<file path="src/rtl/hazard_scoreboard.sv">
// -----------------------------------------------------------------------------
// hazard_scoreboard
//
// Register write-reservation tracker for the 5-stage pipeline. Decode reserves
// the destination of every register-writing instruction as it issues into EX;
// writeback releases it when the value lands in the register file. Each
// register keeps a small count of in-flight writers so that several
// outstanding writes to the same register are tracked correctly.
//
// Ports
//   clk            clock, all state updates on posedge
//   reset          asynchronous, active-low; clears all state
//   issue_valid    decode presents an instruction this cycle
//   issue_rs/rt    source register indices (rt doubles as dst when regDstD=0)
//   use_rs/use_rt  instruction actually reads rs / rt
//   regWriteD      instruction writes a register
//   regDstD        destination select: 0 -> issue_rt, 1 -> RdD
//   RdD            rd field
//   regWriteW      writeback commits this cycle
//   indexWB        writeback destination index
//   flush          squash: drop every reservation at the next edge
//   stall          decode must hold; the instruction is not issued
//   rs_ready       issue_rs has no pending writer (same-cycle WB counts as done)
//   rt_ready       issue_rt has no pending writer (same-cycle WB counts as done)
//   busy_vec       registered view, bit n = register n has a pending writer
//   err_underflow  sticky: a release arrived for a register with no writer
// -----------------------------------------------------------------------------
module hazard_scoreboard #(
  parameter int NREG  = 32,
  parameter int AW    = 5,
  parameter int CNT_W = 2,
  parameter int FMASK = 3
) (
  input  logic            clk,
  input  logic            reset,
  input  logic            issue_valid,
  input  logic [AW-1:0]   issue_rs,
  input  logic [AW-1:0]   issue_rt,
  input  logic            use_rs,
  input  logic            use_rt,
  input  logic            regWriteD,
  input  logic            regDstD,
  input  logic [AW-1:0]   RdD,
  input  logic            regWriteW,
  input  logic [AW-1:0]   indexWB,
  input  logic            flush,
  output logic            stall,
  output logic            rs_ready,
  output logic            rt_ready,
  output logic [NREG-1:0] busy_vec,
  output logic            err_underflow
);

  localparam logic [CNT_W-1:0] MAXCNT  = '1;
  localparam int               FW      = (FMASK > 0) ? $clog2(FMASK + 1) : 1;
  localparam logic [FW-1:0]    FMASK_V = FW'(FMASK);

  logic [CNT_W-1:0] cnt [NREG];
  logic [FW-1:0]    fmaskCnt;

  logic [AW-1:0]    dst;
  logic             relHit;
  logic             underflowHit;
  logic             dstFull;
  logic             res;
  logic [CNT_W-1:0] effRs;
  logic [CNT_W-1:0] effRt;
  logic [NREG-1:0]  incVec;
  logic [NREG-1:0]  decVec;

  // NOTE: every signal gets a default at the top of the block, so no path
  // through the comb logic can leave one unassigned and infer a latch.
  always_comb begin
    dst          = regDstD ? RdD : issue_rt;
    relHit       = regWriteW && (indexWB != '0) && (cnt[indexWB] != '0);
    underflowHit = regWriteW && (indexWB != '0) && (cnt[indexWB] == '0);

    // A writer retiring this very cycle no longer blocks its readers.
    effRs    = cnt[issue_rs] - CNT_W'(relHit && (indexWB == issue_rs));
    effRt    = cnt[issue_rt] - CNT_W'(relHit && (indexWB == issue_rt));
    rs_ready = (issue_rs == '0) || (effRs == '0);
    rt_ready = (issue_rt == '0) || (effRt == '0);

    // Saturated destination counter: issuing would wrap it, unless a release
    // of the same register frees a slot in this cycle.
    dstFull = regWriteD && (dst != '0) && (cnt[dst] == MAXCNT) &&
              !(relHit && (indexWB == dst));

    stall = issue_valid && !flush &&
            ((use_rs && !rs_ready) || (use_rt && !rt_ready) || dstFull);
    res   = issue_valid && !stall && !flush && regWriteD && (dst != '0);

    incVec = '0;
    decVec = '0;
    if (res)    incVec[dst]     = 1'b1;
    if (relHit) decVec[indexWB] = 1'b1;

    busy_vec = '0;
    for (int n = 0; n < NREG; n++) busy_vec[n] = (cnt[n] != '0);
  end

  // NOTE: sequential state uses non-blocking assignments only, so every flop
  // samples pre-edge values regardless of statement order.
  always_ff @(posedge clk or negedge reset) begin
    if (!reset) begin
      // NOTE: the counter array is cleared by reset on purpose: a stale
      // reservation would stall decode forever, so it is control state, not
      // data storage, and is kept in flops.
      for (int n = 0; n < NREG; n++) cnt[n] <= '0;
      fmaskCnt      <= '0;
      err_underflow <= 1'b0;
    end else begin
      for (int n = 0; n < NREG; n++) begin
        if (flush || n == 0) begin
          cnt[n] <= '0;
        end else if (incVec[n] && !decVec[n]) begin
          cnt[n] <= cnt[n] + CNT_W'(1);
        end else if (decVec[n] && !incVec[n]) begin
          cnt[n] <= cnt[n] - CNT_W'(1);
        end
      end

      // After a flush, late writebacks from the squashed path may legally
      // hit already-cleared counters; keep them quiet for FMASK cycles.
      if (flush) begin
        fmaskCnt <= FMASK_V;
      end else if (fmaskCnt != '0) begin
        fmaskCnt <= fmaskCnt - FW'(1);
      end

      if (underflowHit && (fmaskCnt == '0)) err_underflow <= 1'b1;
    end
  end

endmodule

</file>
<file path="config.mk">
export PLATFORM = sky130hd
export DESIGN_NAME = hazard_scoreboard
export DESIGN_NICKNAME = d
export VERILOG_FILES = /design/src/rtl/hazard_scoreboard.sv
export SDC_FILE = /design/constraint.sdc
export NUM_CORES = 1
export LEC_CHECK = 0
export CELL_PAD_IN_SITES_DETAIL_PLACEMENT = 1
export CELL_PAD_IN_SITES_GLOBAL_PLACEMENT = 1
export CORE_MARGIN = 2
export CORE_UTILIZATION = 48
export CTS_CLUSTER_DIAMETER = 120
export DETAILED_ROUTE_END_ITERATION = 6
export GPL_ROUTABILITY_DRIVEN = 1
export PLACE_DENSITY_LB_ADDON = 0.1
export SYNTH_ARGS = -nofsm -noshare
export SYNTH_HDL_FRONTEND = slang
export SYNTH_SLANG_ARGS = --single-unit
export TNS_END_PERCENT = 20
</file>
<file path="constraint.sdc">
create_clock -name clk -period 17.1 [get_ports clk]
set_input_delay 5.13 -clock clk [delete_from_list [all_inputs] [get_ports clk]]
set_output_delay 5.13 -clock clk [all_outputs]
set_load 0.005 [all_outputs]
</file>
==> results.rst <==
.. list-table::
   :header-rows: 1

   * - Metric
     - Value
   * - Core Box Area
     - 13720 um^2
   * - Most frequent standard cell in the layout excluding fill and tap cells
     - dfrtp_1
   * - Register bit count reported by yosys
     - 65
   * - Pins over their slew limit
     - 0
   * - Antenna Violating Nets Remaining
     - 0
   * - Global-route wire length before repair
     - 43880 um
   * - Global routing usage summed across all routing layers
     - 39.89%
   * - Yosys top cell by area
     - dfrtp_1
   * - Total inserted antenna cells
     - 0
   * - Overall overflow remaining after global route
     - 0
   * - Met1 capacity usage during global routing
     - 54.80%
   * - CTS hold repair buffers
     - 0
   * - Final Cycle Share
     - 85.21%
   * - Post-route minimum period
     - 14.57 ns
   * - Combinational family with the most area after synthesis
     - compound AO/OA/AOI/OAI gates
   * - Prevailing post-synth register cell
     - dfrtp_1
   * - Via count of the first global-routing pass
     - 7220
   * - Synth Area in Compound Gates
     - 25.22%
   * - Fraction of power consumed by combinational cells
     - 20.7%
   * - Routed wire length
     - 29300 um
   * - Post-detailed-route wirelength per cell
     - 29.12 um
   * - Seq/Total Area, Yosys
     - 24.32%
   * - Netlist area before placement
     - 6689 um^2
   * - Most crowded layer after global routing
     - met2
   * - Fraction of post-synthesis cell area in the top cell type by area
     - 24.32%
   * - Longest Clk Path Bufs
     - 2
   * - Leakage Power
     - 2.924 nW
   * - Transition time of the tightest slew-check pin
     - 1.127 ns
   * - Die width
     - 122.0 um
   * - Switching portion of total power
     - 30.24%
   * - Count of different cell masters after synthesis
     - 75
   * - Number of antenna violations at the first check in global routing
     - 0
   * - Launching element type of the critical path
     - input pin
   * - Post-Synth Simple-Gate Area
     - 23.98%
   * - CTS tree
     - done
   * - Fraction of power consumed by sequential logic
     - 32.7%
   * - Top library cells by usage in the layout, fill and taps aside
     - dfrtp_1 (65), clkdlybuf4s50_1 (60), nor2_1 (53)
   * - Clock network fraction of total power
     - 46.6%
   * - Clock tree root buffer cell
     - clkbuf_16
   * - Area after detailed placement
     - 7292 um^2
   * - Req. time, crit path
     - 11.97 ns
   * - Total of max-cap violations
     - 0
   * - Post-CTS repair timing setup buffer count
     - 0
   * - Std cell rows
     - 43
   * - Setup repair after global routing missed its margin
     - false
   * - Cell-internal power
     - 0.3415 mW
   * - Cells taking the most area after synthesis
     - dfrtp_1 (24%), mux4_2 (6.4%), mux2i_1 (5.4%), o211ai_1 (4.3%), xnor2_1 (3.5%)
   * - Setup total negative slack
     - 0 ns
   * - Remaining design rule violation count
     - 0
   * - Hold violation count in the final report
     - 0
   * - Crit path max fanout
     - 16
   * - Gate count of the mapped netlist
     - 809
   * - Adder and majority cell fraction of the synthesized area
     - 0.1871%
   * - Kind of critical path
     - in -> out
   * - Met2 track demand over resource in global routing
     - 59.78%
   * - Portion of netlist area occupied by mux cells
     - 14.03%
   * - Syn nets
     - 839
   * - Total CTS buffers
     - 9
   * - Max H-tree Level
     - 3
   * - Count of input and output buffers
     - 63
   * - Xor/xnor share of the synthesized area
     - 6.023%
   * - Routed vias
     - 7332
   * - Starting density of the core
     - 48.76%
   * - Proportion of register bits with asynchronous set or reset after synthesis
     - 100.0%
   * - Final cell area excluding filler cells
     - 7647 um^2
   * - PD cells
     - 64.01 nW/um^2
   * - Global routing met3 resource utilization
     - 9.270%
   * - Starting DRT DRC Count
     - 847
   * - Clk slew on worst S/H paths
     - 0.06 ns
   * - Post-route clock skew
     - 0.008403 ns
   * - Fraction of layout cells with a size suffix above 1
     - 11.50%
   * - Final setup fails
     - 0
   * - Floorplan die area
     - 14900 um^2
   * - Min-Delay Path Class
     - reg -> reg
   * - Final net count
     - 851
   * - IO Count
     - 65
   * - Clock sink count
     - 65
   * - Routed via count divided by cell count
     - 7.288
   * - Post-CTS resize count
     - 0
   * - Syn_area_per_cell
     - 8.268 um^2
   * - Timing-limited maximum frequency
     - 68.63 MHz
   * - Clock Latency Late Sink
     - 0.36 ns
   * - Result of the run
     - complete, no violations
   * - Maximum number of pins on one net before global-route repair
     - 66
   * - Maximum vdd drop
     - 0.04379 mV
   * - Endpoint arrival time on the critical path
     - 9.44 ns
   * - Nature of the critical path endpoint
     - primary output
   * - Net Sw Power
     - 0.1481 mW
   * - Post-synth EDFFs
     - 0
   * - Detailed-placement wirelength estimate
     - 21340 um
   * - Area grow syn2layout
     - 14.33%
   * - Length of the first detailed-routing pass in iterations
     - 5
   * - Worst slew margin relative to its limit
     - 24.89%
   * - Synth warn
     - 0
   * - Routability Congestion
     - 1.047
   * - Die Y-Extent
     - 122.0 um
[power groups by stage]
stage	clock network [mW]	registers (mW)	logic, mW
3_3_place_gp	0	0.162	0.0954
3_5_place_dp	0	0.162	0.0984
6_report	0.228	0.160	0.102
5_1_grt	0.235	0.160	0.108
2_1_floorplan	0	0.161	0.0617
4_1_cts	0.230	0.160	0.0990
[through the flow]
step                util, %  setup slack, ns  hold slack [ns]  cells  power, mW
floorplan                 -            4.634           0.4663    809     0.2228
global placement      53.15            2.796           0.4961    990     0.2577
detailed placement    53.15            2.719           0.4949    990     0.2608
CTS                   55.74            2.723           0.5223   1006     0.4886
global route          55.74            2.461           0.5327   1006     0.5028
finish                55.74            2.529           0.5228   1006     0.4895
[worst max-delay path: stages]
cell	delay [ns]
clkdlybuf4s50_1	0.94
or2_1	0.27
o22a_1	0.52
o21ai_0	0.34
a31oi_1	0.44
and4_1	0.54
a31o_2	0.38
or2_0	0.20
and3_1	0.17
clkdlybuf4s50_1	0.50
[routing by layer]
layer / vias up / routed length, um
li1: 3130 / -
met1: 3691 / 12060
met2: 426 / 13200
met3: 85 / 2956
met4: 0 / 1078
met5: - / 0
[cell usage after synthesis (all sizes together) (4+ instances only)]
master,n
dfrtp,65
nor2,53
nand2,49
a21oi,43
clkbuf,40
o211ai,38
mux2i,36
nor3,34
buf,33
or2,31
o21ai,30
xnor2,27
nand3,25
and3,22
inv,22
a311oi,21
mux4,19
xor2,19
nand4,15
nor2b,14
mux2,13
o2111ai,13
a31oi,11
nor4,10
o31ai,10
nor3b,9
or4,9
and2,6
nand2b,6
o22a,6
o2bb2ai,6
o41ai,6
a21o,5
and4,5
o31a,5
a2111oi,4
a211oi,4
a311o,4
nand3b,4
o21a,4
o22ai,4
o32ai,4
[final timing paths]
check | startpoint | slack [ns] | cells past startpoint | to
max | regDstD | 2.53 | 10 | stall
min | err_underflow$_DFFE_PN0P_ | 0.52 | 1 | err_underflow$_DFFE_PN0P_
max reg2reg | cnt[46]$_DFFE_PN0P_ | 13.11 | 9 | cnt[41]$_DFFE_PN0P_
min reg2reg | err_underflow$_DFFE_PN0P_ | 0.52 | 1 | err_underflow$_DFFE_PN0P_
max in group asynchronous | reset | 11.51 | 2 | cnt[29]$_DFFE_PN0P_
min in group asynchronous | reset | 4.98 | 2 | cnt[46]$_DFFE_PN0P_
[logic make-up after synthesis]
kind of cell	after synthesis
and+or+nand+nor	300
AOI/OAI and AO/OA	233
buffers and inverters	95
muxes	68
DFF	65
xor gates and xnor gates	46
adders and majority gates	1
other	1
[sequential cells by signal, summed over array words and instances, names as in the netlist]
register	count
cnt	62
err_underflow	1
fmaskCnt	2
[layout make-up]
class,count,area (um^2)
inverter,22,82.58
fill,1616,6072
multi-input combinational,649,4659
sequential,65,1627
timing repair buffer,74,698.2
clock buffer,12,256.5
clock inverter,4,98.84
tap,180,225.2
Power figures use the tool's default switching activity.
